<file path="config.mk">
export PLATFORM = sky130hd
export DESIGN_NAME = instr_fetch_queue
export DESIGN_NICKNAME = d
export VERILOG_FILES = /design/src/rtl/instr_fetch_queue.sv
export SDC_FILE = /design/constraint.sdc
export NUM_CORES = 1
export LEC_CHECK = 0
export ABC_AREA = 1
export BUFFER_PORTS_ARGS = -buffer_cell sky130_fd_sc_hd__buf_2
export CAP_MARGIN = 25
export CORE_UTILIZATION = 23
export DETAILED_ROUTE_END_ITERATION = 10
export PLACE_DENSITY = 0.45
export SLEW_MARGIN = 15
export SYNTH_ARGS = -nofsm -noshare
export SYNTH_HDL_FRONTEND = slang
export SYNTH_SLANG_ARGS = --single-unit
</file>
<file path="constraint.sdc">
create_clock -name clk -period 5.6 [get_ports clk]
set_clock_uncertainty 0.2 [all_clocks]
set_input_delay 0.28 -clock clk [delete_from_list [all_inputs] [get_ports clk]]
set_output_delay 0.28 -clock clk [all_outputs]
set_load 0.03 [all_outputs]
</file>
<file path="src/rtl/instr_fetch_queue.sv">
// Instruction fetch queue: issues sequential fetches and buffers {pc, word} pairs for decode.
// Latency: a request reaches out_valid 2 cycles later; streams one instruction per cycle.
// Backpressure: out_ready=0 fills the queue and fetching stops once queue + inflight reaches DEPTH.
// Optional feature: define IFQ_STALL_CNT_EN to add the stall_cnt output (cycles with no head entry).
module instr_fetch_queue #(
  parameter int          DEPTH    = 4,
  parameter logic [31:0] RESET_PC = 32'h0000_0000
) (
  input  logic        clk,
  input  logic        rst,
  output logic        imem_req,
  output logic [31:0] imem_addr,
  input  logic [31:0] imem_rdata,
  input  logic        redir_valid,
  input  logic [31:0] redir_pc,
  output logic        out_valid,
  output logic [31:0] out_instr,
  output logic [31:0] out_pc,
  input  logic        out_ready
`ifdef IFQ_STALL_CNT_EN
  ,
  output logic [31:0] stall_cnt
`endif
);

  localparam int AW = $clog2(DEPTH);
  localparam int CW = AW + 1;
  localparam logic [CW:0] DEPTH_C = (CW + 1)'(DEPTH);

  // Fetch-side state
  logic [31:0]   fetch_pc;
  logic          inflight;      // a request was issued last cycle
  logic [31:0]   inflight_pc;   // address of that request
  logic          kill_q;        // response arriving this cycle belongs to a flushed path

  // Queue storage and bookkeeping
  logic [31:0]   instr_mem [DEPTH];
  logic [31:0]   pc_mem    [DEPTH];
  logic [AW-1:0] wr_ptr;
  logic [AW-1:0] rd_ptr;
  logic [CW-1:0] count;

  logic [CW:0]   occupancy;
  logic          head_vld;
  logic          push;
  logic          pop;

  // Low address bits of a redirect are ignored: instructions are word aligned.
  logic          unused_redir_lsb;
  assign unused_redir_lsb = &{1'b0, redir_pc[1:0]};

  // Slots already promised: queued entries plus the response still on its way back.
  assign occupancy = {1'b0, count} + {{CW{1'b0}}, inflight};
  assign head_vld  = (count != '0);

  // Request only when a slot is guaranteed; never on a redirect cycle or in reset.
  assign imem_req  = !rst && !redir_valid && (occupancy < DEPTH_C);
  assign imem_addr = fetch_pc;

  // Responses are dropped if killed by last cycle's redirect, or flushed by this cycle's.
  assign push      = inflight && !kill_q && !redir_valid && !rst;

  // Head presentation; zero when empty or in reset so decode never sees stale data.
  assign out_valid = !rst && head_vld;
  assign out_instr = out_valid ? instr_mem[rd_ptr] : 32'h0;
  assign out_pc    = out_valid ? pc_mem[rd_ptr]    : 32'h0;
  assign pop       = out_valid && out_ready;

  // Fetch PC: reset vector, redirect target (word aligned), or sequential +4.
  always_ff @(posedge clk) begin
    if (rst) begin
      fetch_pc <= {RESET_PC[31:2], 2'b00};
    end else if (redir_valid) begin
      fetch_pc <= {redir_pc[31:2], 2'b00};
    end else if (imem_req) begin
      fetch_pc <= fetch_pc + 32'd4;
    end
  end

  // Track the outstanding request and whether its response must be discarded.
  always_ff @(posedge clk) begin
    if (rst) begin
      inflight    <= 1'b0;
      inflight_pc <= 32'h0;
      kill_q      <= 1'b0;
    end else begin
      inflight    <= imem_req;
      inflight_pc <= fetch_pc;
      kill_q      <= redir_valid;
    end
  end

  // Queue payload write; storage needs no reset because count guards every read.
  always_ff @(posedge clk) begin
    if (push) begin
      instr_mem[wr_ptr] <= imem_rdata;
      pc_mem[wr_ptr]    <= inflight_pc;
    end
  end

  // Pointers and occupancy; a redirect empties the queue regardless of push/pop.
  always_ff @(posedge clk) begin
    if (rst || redir_valid) begin
      wr_ptr <= '0;
      rd_ptr <= '0;
      count  <= '0;
    end else begin
      if (push) begin
        wr_ptr <= wr_ptr + AW'(1);
      end
      if (pop) begin
        rd_ptr <= rd_ptr + AW'(1);
      end
      case ({push, pop})
        2'b10:   count <= count + CW'(1);
        2'b01:   count <= count - CW'(1);
        default: count <= count;
      endcase
    end
  end

`ifdef IFQ_STALL_CNT_EN
  // Saturating count of cycles where decode had nothing to take.
  always_ff @(posedge clk) begin
    if (rst) begin
      stall_cnt <= 32'h0;
    end else if (!out_valid && (stall_cnt != 32'hFFFF_FFFF)) begin
      stall_cnt <= stall_cnt + 32'd1;
    end
  end
`endif

endmodule
</file>
==> impl_metrics.toml <==
[synth]
synth_area_um2 = 13090
synth-async-reset-ratio_pct = 0
ys_seq_elements = 319
synth_ff_type = "edfxtp_1"
synth_top_area_share_pct = 56.90
synth_edf_count = 248
yosysSeqAreaShare_pct = 67.76
netlist_instances = 1237
synth_area_leaders = "edfxtp_1 (57%), dfxtp_1 (11%), nor2_1 (9.0%), o21ai_0 (5.6%), a21oi_1 (3.3%)"
syn_area_per_cell_um2 = 10.58
synth_warnings = 0
yosys.area.top_type = "edfxtp_1"
synth_cell_types = 35

[timing]
finalHoldViolCount = 0
worst_pin_slew_ns = 1.024
rsz0062_at_grt = "false"
post-route-min-period_ns = 3.496
max_slew_margin_pct = 31.71
fin_hold_ws_ns = 0.1720
fmax_mhz = 286.0
setup_viol = 0
drv_slew = 0
finalCritPeriodShare_pct = 62.43
tns_ns = 0

[setup_path]
path_cells = "inv_2 > buf_4 > nor2_1 > o21ai_0 > a21oi_1 > buf_2"
required_ns = 5.12
worstPathMaxFanout = 37
cp_slowest_stage_delay_ns = 0.71
criticalPathCategory = "reg -> out"
cp.arrival_ns = 3.02
crit_slowest_cell = "dfxtp_2"
path_delay_family = "buffers and inverters"
endpoint_kind = "output pin"
worstSetupStartpointType = "flop"
cp_num_buf_inv = 3

[pwr]
power.leakage_nw = 6.226
p_per_area_nw_per_um2 = 328.1
peakVddDrop_mv = 0.1514
power_w = 0.005494

[floorplanning]
die_x_um = 240.5
die_area_um2 = 57860
core_region_area_um2 = 56280
placementRows = 87
boundaryPins = 166
die_h_um = 240.5
start_util_pct = 23.26

[layout]
multiInputGateArea_um2 = 3649
design_area_um2 = 16750
fillCellCount = 5922
area_growth_pct = 27.96
insertedDiodeCount = 0
regArea_um2 = 8874
drive_gt1_share_pct = 18.60
layout.nets = 1531

[clock_tree]
tritoncts = "yes"
clk_path_buf_depth = 3
cts_sinks = 319
numCtsBuffers = 39
worstSkewPairLatency_ns = 0.53
cts_htree_levels = 2
clk_pin_slew_ns = 0.06
ctsResizeCount = 0
clk_root_buffer_cell = "clkbuf_16"

[detailed_routing]
drt_iter0_drc = 417
wl_per_cell_um = 16.36
vias_per_cell = 4.185
drc = 0
num_vias = 9375
drt-pass1-iter-count = 4
ant_nets = 0
routed_wl_mm = 36.64

[placed_design]
port_buffers = 159
postPlaceCellArea_um2 = 14700
hpwl_mm = 21.95
routabilityCongestion = 0.7797

[flow_run]
drv_cap = 0

[global_route]
grt_max_degree = 105
antenna_found_initial = 3
overflow = 0
track_usage_pct = 12.68
grt_pass1_wl_mm = 55.21
grt_pass1_vias = 9199

[hold_path]
min_path_type = "in -> reg"

[status]
run_status = "finished clean"
## logic make-up after synthesis
family / Yosys count / synth area share [%]
other: 1 / 0.02865
buffers and inverters: 146 / 4.713
AND/OR/NAND/NOR: 494 / 16.06
flip-flops: 319 / 67.76
AO/OA/AOI/OAI: 266 / 10.44
adder cells (fa/ha/maj): 7 / 0.7266
XOR/XNOR: 4 / 0.2677
## cell type report
type	count	area share [%]
clock buffer	50	6.388
clock inverter	19	1.606
inverter	82	1.845
multi-input combinational	775	21.79
sequential	319	52.98
tap	756	5.648
timing repair buffer	239	9.742
## synth_stat cells (4+ instances only)
cell type,number
nor2_4,7
inv_1,74
o21ai_1,21
nand2_2,8
edfxtp_1,248
nand2_1,110
inv_2,8
a21oi_1,86
dfxtp_1,71
clkbuf_1,23
nand3_1,35
a21oi_2,6
buf_1,16
nor2_2,5
o21ai_0,146
xor2_1,4
nor2_1,313
buf_2,16
ha_1,6
nand3_2,6
buf_6,4
buf_4,5
## timing repair
action                     in CTS  in global routing
hold endpoints to repair      160                  0
hold buffers                   69                  0
setup buffers                   0                  0
setup endpoints to repair       0                  0
## path summary, 6_finish.rpt
| kind | endpoint | startpoint | cells past startpoint | slack [ns] |
|---|---|---|---|---|
| worst max register to register | instr_mem[2][22] | inflight | 5 | 3.05 |
| worst max-delay path | out_pc[30] | flop | 6 | 2.10 |
| worst min-delay path | imem_addr[7] | rst | 3 | 0.17 |
| worst min register to register | flop | rd_ptr[1] | 2 | 0.26 |
## cells in the final DEF (no fill, tap or decap), drive strengths merged, types with 11 or more instances in the layout
cell / synthesis / layout
edfxtp: 248 / 248
nand3: 42 / 42
nand2: 120 / 120
inv: 82 / 82
buf: 41 / 170
clkinv: 0 / 11
a21oi: 92 / 92
clkbuf: 23 / 50
o21ai: 167 / 167
nor2: 327 / 327
dfxtp: 71 / 71
dlygate4sd3: 0 / 69
## routing by layer
layer	track usage, %	up-vias	routed length [um]
li1	-	4631	-
met1	16.64	4507	17180
met2	20.74	185	16940
met3	2.928	52	1806
met4	3.744	0	716
met5	0	-	0
## flip-flops by register name (all words and copies together) (netlist names), named ones only
| name | flops |
|---|---|
| instr_mem | 128 |
| pc_mem | 120 |
| imem_addr | 30 |
| inflight_pc | 30 |
| count | 3 |
| rd_ptr | 2 |
| wr_ptr | 2 |
| inflight | 1 |
| kill_q | 1 |
## stage by stage
| stage | cells | util, % | setup WS [ns] |
|---|---|---|---|
| floorplan | 1240 | - | 1.698 |
| global placement | 2101 | 26.12 | 2.415 |
| detailed placement | 2101 | 26.12 | 2.399 |
| CTS | 2239 | 29.72 | 1.918 |
| global route | 2240 | 29.76 | 1.857 |
| finish | 2240 | 29.76 | 2.104 |
## power breakdown
group	leakage (nW)	internal (W)	switching (W)
registers	2.84	0.00258	0.0000344
clock network	0.651	0.00167	0.000961
logic	2.73	0.0000933	0.000159
total	6.23	0.00434	0.00115
## worst register-to-register path, delay by kind of cell (launching register included)
kind          cells  cell delay [ns]
buf+inv           2             0.40
simple gates      3             1.25
flops             1             0.32
Note: power is estimated with default switching activity, not from simulation.
